$ cat config.mk
export PLATFORM = sky130hd
export DESIGN_NAME = bist_datapath
export DESIGN_NICKNAME = d
export VERILOG_FILES = /design/src/rtl/bist_pkg.sv /design/src/rtl/bist_addr_cnt.sv /design/src/rtl/bist_datapath.sv
export SDC_FILE = /design/constraint.sdc
export NUM_CORES = 1
export LEC_CHECK = 0
export CORE_AREA = 5 5 44 64
export CTS_BUF_LIST = sky130_fd_sc_hd__clkbuf_8
export DETAILED_ROUTE_END_ITERATION = 10
export DIE_AREA = 0 0 49 69
export DONT_BUFFER_PORTS = 1
export PLACE_DENSITY = 0.72
export REMOVE_ABC_BUFFERS = 1
export SKIP_CTS_REPAIR_TIMING = 1
export SLEW_MARGIN = 0
export SYNTH_ARGS = -nofsm -noshare
export SYNTH_HDL_FRONTEND = slang
export SYNTH_SLANG_ARGS = --single-unit
$ cat constraint.sdc
create_clock -name clk -period 3.8 [get_ports clk]
set_clock_uncertainty 0.05 [all_clocks]
set_input_delay 0.38 -clock clk [delete_from_list [all_inputs] [get_ports clk]]
set_output_delay 0.38 -clock clk [all_outputs]
set_load 0.02 [all_outputs]
$ cat src/rtl/bist_pkg.sv
// Shared constants and helpers for the BIST datapath slice.
package bist_pkg;

  localparam logic DIR_UP    = 1'b1;
  localparam logic DIR_DOWN  = 1'b0;
  localparam int   ERR_CNT_W = 8;

  // Smallest r such that 2**r >= n; used to size address buses from DEPTH.
  function automatic int clog2(input int n);
    int r;
    r = 0;
    while ((1 << r) < n) r++;
    return r;
  endfunction

endpackage

$ cat src/rtl/bist_addr_cnt.sv
// March-test address counter: loads, up/down stepping over 0..DEPTH-1, registered wrap pulse.
module bist_addr_cnt
  import bist_pkg::*;
#(
  parameter int DEPTH = 16,
  parameter int AW    = clog2(DEPTH)
) (
  input  logic          clk_i,
  input  logic          rst_i,
  input  logic          rst_adr_i,
  input  logic          pr_res_adr_i,
  input  logic          enable_i,
  input  logic          up_down_i,
  output logic [AW-1:0] addr_o,
  output logic          c_out_o
);

  localparam logic [AW-1:0] LAST = AW'(DEPTH - 1);

  logic [AW-1:0] addr_q, addr_d;
  logic          c_out_q, c_out_d;

  // Loads outrank stepping and never raise the wrap pulse.
  always_comb begin
    addr_d  = addr_q;
    c_out_d = 1'b0;
    if (rst_adr_i) begin
      addr_d = '0;
    end else if (pr_res_adr_i) begin
      addr_d = LAST;
    end else if (enable_i) begin
      if (up_down_i == DIR_UP) begin
        if (addr_q == LAST) begin
          addr_d  = '0;
          c_out_d = 1'b1;
        end else begin
          addr_d = addr_q + AW'(1);
        end
      end else begin
        if (addr_q == '0) begin
          addr_d  = LAST;
          c_out_d = 1'b1;
        end else begin
          addr_d = addr_q - AW'(1);
        end
      end
    end
  end

  always_ff @(posedge clk_i or posedge rst_i) begin
    if (rst_i) begin
      addr_q  <= '0;
      c_out_q <= 1'b0;
    end else begin
      addr_q  <= addr_d;
      c_out_q <= c_out_d;
    end
  end

  assign addr_o  = addr_q;
  assign c_out_o = c_out_q;

endmodule

$ cat src/rtl/bist_datapath.sv
// BIST datapath: executes controller commands on the memory under test and
// checks read-back data against the solid data background.
module bist_datapath
  import bist_pkg::*;
#(
  parameter int DEPTH  = 16,
  parameter int AW     = clog2(DEPTH),
  parameter int DW     = 8,
  parameter int RD_LAT = 1
) (
  input  logic                 clk,
  input  logic                 rst,
  input  logic                 rst_adr,
  input  logic                 pr_res_adr,
  input  logic                 enable,
  input  logic                 up_down,
  input  logic                 data_bit,
  input  logic                 wr_en,
  input  logic                 read_en,
  output logic                 c_out,
  output logic [AW-1:0]        mem_addr,
  output logic                 mem_we,
  output logic                 mem_re,
  output logic [DW-1:0]        mem_wdata,
  input  logic [DW-1:0]        mem_rdata,
  output logic                 fail,
  output logic [AW-1:0]        fail_addr,
  output logic [ERR_CNT_W-1:0] err_cnt
);

  localparam logic [ERR_CNT_W-1:0] ERR_MAX = '1;

  bist_addr_cnt #(
    .DEPTH (DEPTH),
    .AW    (AW)
  ) u_addr_cnt (
    .clk_i        (clk),
    .rst_i        (rst),
    .rst_adr_i    (rst_adr),
    .pr_res_adr_i (pr_res_adr),
    .enable_i     (enable),
    .up_down_i    (up_down),
    .addr_o       (mem_addr),
    .c_out_o      (c_out)
  );

  // A simultaneous write and read resolves to the write; no compare is queued.
  assign mem_we    = wr_en;
  assign mem_re    = read_en & ~wr_en;
  assign mem_wdata = {DW{data_bit}};

  // Compare pipeline: stage i holds the read issued i+1 cycles ago.
  logic [RD_LAT-1:0] vld_q;
  logic [RD_LAT-1:0] exp_q;
  logic [AW-1:0]     paddr_q [RD_LAT];

  always_ff @(posedge clk or posedge rst) begin
    if (rst) begin
      vld_q <= '0;
      exp_q <= '0;
      for (int i = 0; i < RD_LAT; i++) paddr_q[i] <= '0;
    end else begin
      vld_q[0]   <= mem_re;
      exp_q[0]   <= data_bit;
      paddr_q[0] <= mem_addr;
      for (int i = 1; i < RD_LAT; i++) begin
        vld_q[i]   <= vld_q[i-1];
        exp_q[i]   <= exp_q[i-1];
        paddr_q[i] <= paddr_q[i-1];
      end
    end
  end

  logic                 mismatch;
  logic                 fail_q, fail_d;
  logic [AW-1:0]        fail_addr_q, fail_addr_d;
  logic [ERR_CNT_W-1:0] err_cnt_q, err_cnt_d;

  assign mismatch = vld_q[RD_LAT-1] & (mem_rdata != {DW{exp_q[RD_LAT-1]}});

  // fail is sticky and fail_addr keeps only the first offending address.
  always_comb begin
    fail_d      = fail_q;
    fail_addr_d = fail_addr_q;
    err_cnt_d   = err_cnt_q;
    if (mismatch) begin
      fail_d = 1'b1;
      if (!fail_q) fail_addr_d = paddr_q[RD_LAT-1];
      if (err_cnt_q != ERR_MAX) err_cnt_d = err_cnt_q + ERR_CNT_W'(1);
    end
  end

  always_ff @(posedge clk or posedge rst) begin
    if (rst) begin
      fail_q      <= 1'b0;
      fail_addr_q <= '0;
      err_cnt_q   <= '0;
    end else begin
      fail_q      <= fail_d;
      fail_addr_q <= fail_addr_d;
      err_cnt_q   <= err_cnt_d;
    end
  end

  assign fail      = fail_q;
  assign fail_addr = fail_addr_q;
  assign err_cnt   = err_cnt_q;

endmodule
Word-level counts from Yosys, hierarchy flattened
Cells that the tools add are included.
{"block": "op_classes", "bitwise_logic": 4, "eq_ne": 3, "muxes": 12, "n_reduce_logical": 4, "add_sub_neg": 3}
{"cell": "$mux 4", "count": 6}
{"cell": "$add 8x1->8 const B", "count": 1}
{"cell": "$ne 8x8->1", "count": 1}
{"cell": "$ne 8x8->1 const B", "count": 1}
{"cell": "$mux 1", "count": 6}
{"cell": "$add 4x1->4 const B", "count": 1}
{"cell": "$eq 4x4->1 const B", "count": 1}
{"cell": "$logic_not 4->1", "count": 1}
{"cell": "$reduce_and 2->1", "count": 2}
{"cell": "$sub 4x1->4 const B", "count": 1}
{"cell": "$reduce_bool 3->1", "count": 1}
{"cell": "$and 1x1->1", "count": 2}
{"cell": "$not 1->1", "count": 2}
{"block": "word_totals", "register_bits": 24, "out_inout_bits": 28}

Logic depth before layout (Yosys ltp)
{"block": "depth", "depth_word": 6, "mapped_depth": 6}

By module
From an unflattened synthesis, not the netlist that was laid out.
{"block": "unflattened", "cells_unflattened": 110, "hier_area_um2": 1253.7}
{"module": "bist_datapath", "seq_area_each_um2": 475.5, "cells_per_inst": 71, "area_per_inst_um2": 898.4, "n_inst": 1}
{"module": "bist_addr_cnt", "seq_area_each_um2": 125.1, "cells_per_inst": 39, "area_per_inst_um2": 355.3, "n_inst": 1}

Least setup slack after synthesis
No wires, ideal clock.
{"block": "synth_path", "kind": "input-to-reg", "from": "in mem_rdata[2]", "to": "reg fail_addr_q[0], in the netlist fail_addr[0]", "cell_stages": 4, "setup_slack_ns": 1.779, "arrival_ns": 1.846, "setup_time_ns": 0.125, "path_buffers": 0, "cell_sequence": "or4_4 nor4_4 or3_4 mux2_4"}
{"block": "synth_between", "elab_chain_cells": 3}
{"element": "start: declaration", "line": "bist_datapath.sv:25", "text": "input logic [DW-1:0] mem_rdata,"}
{"element": "$ne 8x8->1", "line": "bist_datapath.sv:79", "text": "assign mismatch = vld_q[RD_LAT-1] & (mem_rdata != {DW{exp_q[RD_LAT-1]}});"}
{"element": "$and 1x1->1", "line": "bist_datapath.sv:79"}
{"element": "$reduce_and 2->1 (no line)"}
{"element": "end signal: assignment", "line": "bist_datapath.sv:100", "text": "fail_addr_q <= fail_addr_d;"}
{"element": "end: declaration", "line": "bist_datapath.sv:76", "text": "logic [AW-1:0] fail_addr_q, fail_addr_d;"}
No other way between the ends.
A chain may end at the register's enable or synchronous reset.

Worst setup path after layout
{"block": "layout_path", "from": "reg u_addr_cnt.addr_q[0], in the netlist u_addr_cnt.addr_o[0]", "to": "reg u_addr_cnt.addr_q[0], in the netlist u_addr_cnt.addr_o[0]"}
{"block": "layout_between", "elab_chain_cells": 6}
{"element": "start: declaration", "line": "bist_addr_cnt.sv:20", "text": "logic [AW-1:0] addr_q, addr_d;"}
{"element": "start signal: assignment", "line": "bist_addr_cnt.sv:55", "text": "addr_q <= addr_d;"}
{"element": "$sub 4x1->4, or another cell as far along", "line": "bist_addr_cnt.sv:44", "text": "addr_d = addr_q - AW'(1);"}
{"element": "$mux 4, on equally long branches", "line": "bist_addr_cnt.sv:40, bist_addr_cnt.sv:33"}
{"element": "$mux 4 *", "line": "bist_addr_cnt.sv:32", "text": "if (up_down_i == DIR_UP) begin"}
{"element": "$mux 4 *", "line": "bist_addr_cnt.sv:31", "text": "end else if (enable_i) begin"}
{"element": "$mux 4 *", "line": "bist_addr_cnt.sv:29", "text": "end else if (pr_res_adr_i) begin"}
{"element": "$mux 4 *", "line": "bist_addr_cnt.sv:27", "text": "if (rst_adr_i) begin"}
Every way passes the cells marked *; elsewhere a longest branch is shown, timed or not. The select of a mux whose other input is x is not followed.

==> results.yml <==
hold_path:
  holdCritPathClass: "in2reg"
sta:
  finalSetupViolations: 0
  period_share_pct: 52.1
  tightest_slew_ps: 863
  finalHoldViolCount: 0
  setup_ws_ps: 1820
  clock.fmax_mhz: 506
  rsz0062_at_grt: "false"
  tns_ps: 0
  min_period_ps: 1980
  slew_violations: 0
  relSlewSlack_pct: 42.4
power:
  p_clk_share_pct: 29.9
  netSwitchingFraction_pct: 32.1
  p_leak_nw: 0.568
  p_sw_mw: 0.233
  pwr-share-comb_pct: 13.9
  p_per_area_nw_per_um2: 570
  p_int_mw: 0.493
  power_frac_seq_pct: 56.2
  irDropWorstVdd_uv: 244
logic_synthesis:
  ys_seq_area_share_pct: 48.4
  async_reset_ff_share_pct: 100
  synthDistinctLibCells: 35
  ys_ff_latch: 24
  synth_edf_count: 0
  muxShareOfSynthArea_pct: 9.28
  syn-cell-area_um2: 1240
  synth-xor-area-share_pct: 4.94
  synth-simple-area-share_pct: 19.0
  synth_compound_area_share_pct: 8.38
  yosysWarnings: 0
  synth_top_cell_area_share_pct: 48.4
  synth_flop_cell: "dfrtp_1"
  syn_inst: 108
  yosysTopAreaCell: "dfrtp_1"
  synth-adder-area-share_pct: 3.03
  synth_top_family_by_area: "simple AND/OR/NAND/NOR gates"
  avgSynthCellArea_um2: 11.5
  netlist_top_cells_area: "dfrtp_1 48%, buf_4 5.4%, mux2_4 4.8%"
setup_path:
  crit_family: "flip-flops"
  critPathBufInv: 1
  end_kind: "flop"
  worstPathArrival_ps: 2100
  cpPeakStageDelay_ps: 550
  cp-start-kind: "flop"
  path_cells: "inv_1 -> ha_1 -> or3b_2 -> a21oi_1 -> a21oi_1 -> a211oi_1"
  crit_top_cell: "a21oi_1"
  worstPathRequired_ps: 3920
  critPathKind: "reg2reg"
  path_max_fanout: 9
  slowest_stage: "dfrtp_1"
die:
  fp.dieW_um: 49
  die_area_um2: 3380
  fp.dieH_um: 69
  core-area_um2: 2210
  start_util_pct: 56.2
  io_pins: 45
  row_count: 21
outcome:
  status: "finished clean"
cts:
  htree_levels: 1
  clock-sinks: 24
  cts_buffers: 3
  cts_tree: "done"
  cts_max_path_buffers: 2
  insertion_delay_ps: 260
  clockRootBuffer: "clkbuf_8"
  clk_pin_slew_worst_paths_ps: 80
drt:
  ant_nets: 0
  routedWlPerCell_um: 17.0
  drt-met1-wl_um: 773
  routed_wl_mm: 2.14
  dr_wl_met3_um: 151
  vias: 790
  top_layer_used: "met4"
  drc: 0
  wl_met2_mm: 1.18
  vias_per_cell: 6.27
  first_iter_violations: 18
  first_pass_iters: 6
cells_and_area:
  drive_gt1_share_pct: 16.5
  final_area_um2: 1270
  final_cell_mix: "24 x dfrtp_1, 6 x nand3_1, 6 x xor2_1, 6 x a21oi_1"
  regArea_um2: 601
  antenna_cells: 0
  multi_input_comb_area_um2: 553
  syn_to_final_growth_pct: 2.62
  final_common_cell: "dfrtp_1"
  nNetsFinal: 124
  fillers: 193
grt:
  grt_usage_pct: 13.5
  grt_pass1_vias: 827
  grt_max_degree: 25
  grt_pass1_wl_mm: 3.75
  antenna_found_initial: 0
  grt_overflow: 0
job:
  maxCapViolCount: 0
place:
  dp_hpwl_mm: 1.66
  dp_slack_ps: 1670
  portBuffers: 0
  gp_congestion: 0.773
  placed_area_um2: 1200
sequential cells by signal, summed over array words and instances (netlist names):
register	count
err_cnt	8
exp_q	1
fail	1
fail_addr	4
paddr_q	4
u_addr_cnt.addr_o	4
u_addr_cnt.c_out_o	1
vld_q	1
cell families after synthesis:
logic type                 after synthesis
AOI/OAI and AO/OA                       15
xor gates and xnor gates                 7
adders and majority gates                3
DFF                                     24
buffers and inverters                   14
and+or+nand+nor                         36
muxes                                    9
power by group through the flow:
stage                     sequential, mW  clock (mW)  combinational, mW
after global routing               0.416       0.234              0.114
final                              0.408       0.217              0.101
after floorplan                    0.397           0             0.0855
after detailed placement           0.414           0              0.101
after CTS                          0.409       0.222              0.102
after global placement             0.413           0             0.0971
cells in the mapped netlist (2+ instances only):
master,count
o21ai_0,2
nand2_1,5
buf_4,9
nor2b_1,2
o21bai_1,2
mux2_1,2
xor2_1,6
nand2b_1,2
nor2_1,3
mux2_2,2
mux2_4,4
nand4_1,2
nor4b_1,2
nor4_1,4
ha_1,3
a21oi_1,6
nand3_1,6
dfrtp_1,24
nor3_1,2
inv_1,5
path summary, 6_finish.rpt:
| path | startpoint | to | slack [ps] | cells past startpoint |
|---|---|---|---|---|
| setup / recovery | u_addr_cnt.addr_o[0] | u_addr_cnt.addr_o[0] | 1820 | 6 |
| min in group asynchronous | rst | fail_addr[2] | 130 | 1 |
| hold reg to reg | paddr_q[1] | fail_addr[1] | 430 | 1 |
| setup reg to reg | u_addr_cnt.addr_o[0] | u_addr_cnt.addr_o[0] | 1820 | 6 |
| hold / removal | data_bit | exp_q | 90 | 0 |
| max in group asynchronous | rst | paddr_q[1] | 3040 | 1 |
metrics by stage:
step                      cells  utilization, %  hold WS [ps]  power, mW
after detailed placement    122            54.4           363      0.515
after global routing        126            57.7          79.1      0.764
final                       126            57.7          94.1      0.726
after CTS                   126            57.7          86.2      0.732
after floorplan              99               -           345      0.483
after global placement      122            54.4           363      0.510
layer usage:
metal | vias to the layer above | track usage (%)
met5 | - | 0
met4 | 0 | 6.59
met3 | 4 | 4.96
met2 | 25 | 24.0
met1 | 390 | 13.4
li1 | 371 | -
area by class of cell:
class                           instances  share of cell area, %
Sequential cell                        24                   47.2
Tap cell                               23                   2.26
Multi-Input combinational cell         70                   43.5
Clock buffer                            3                   3.24
Inverter                                5                   1.47
Clock inverter                          1                   2.36
No activity file was read; power rests on OpenSTA's default activity.
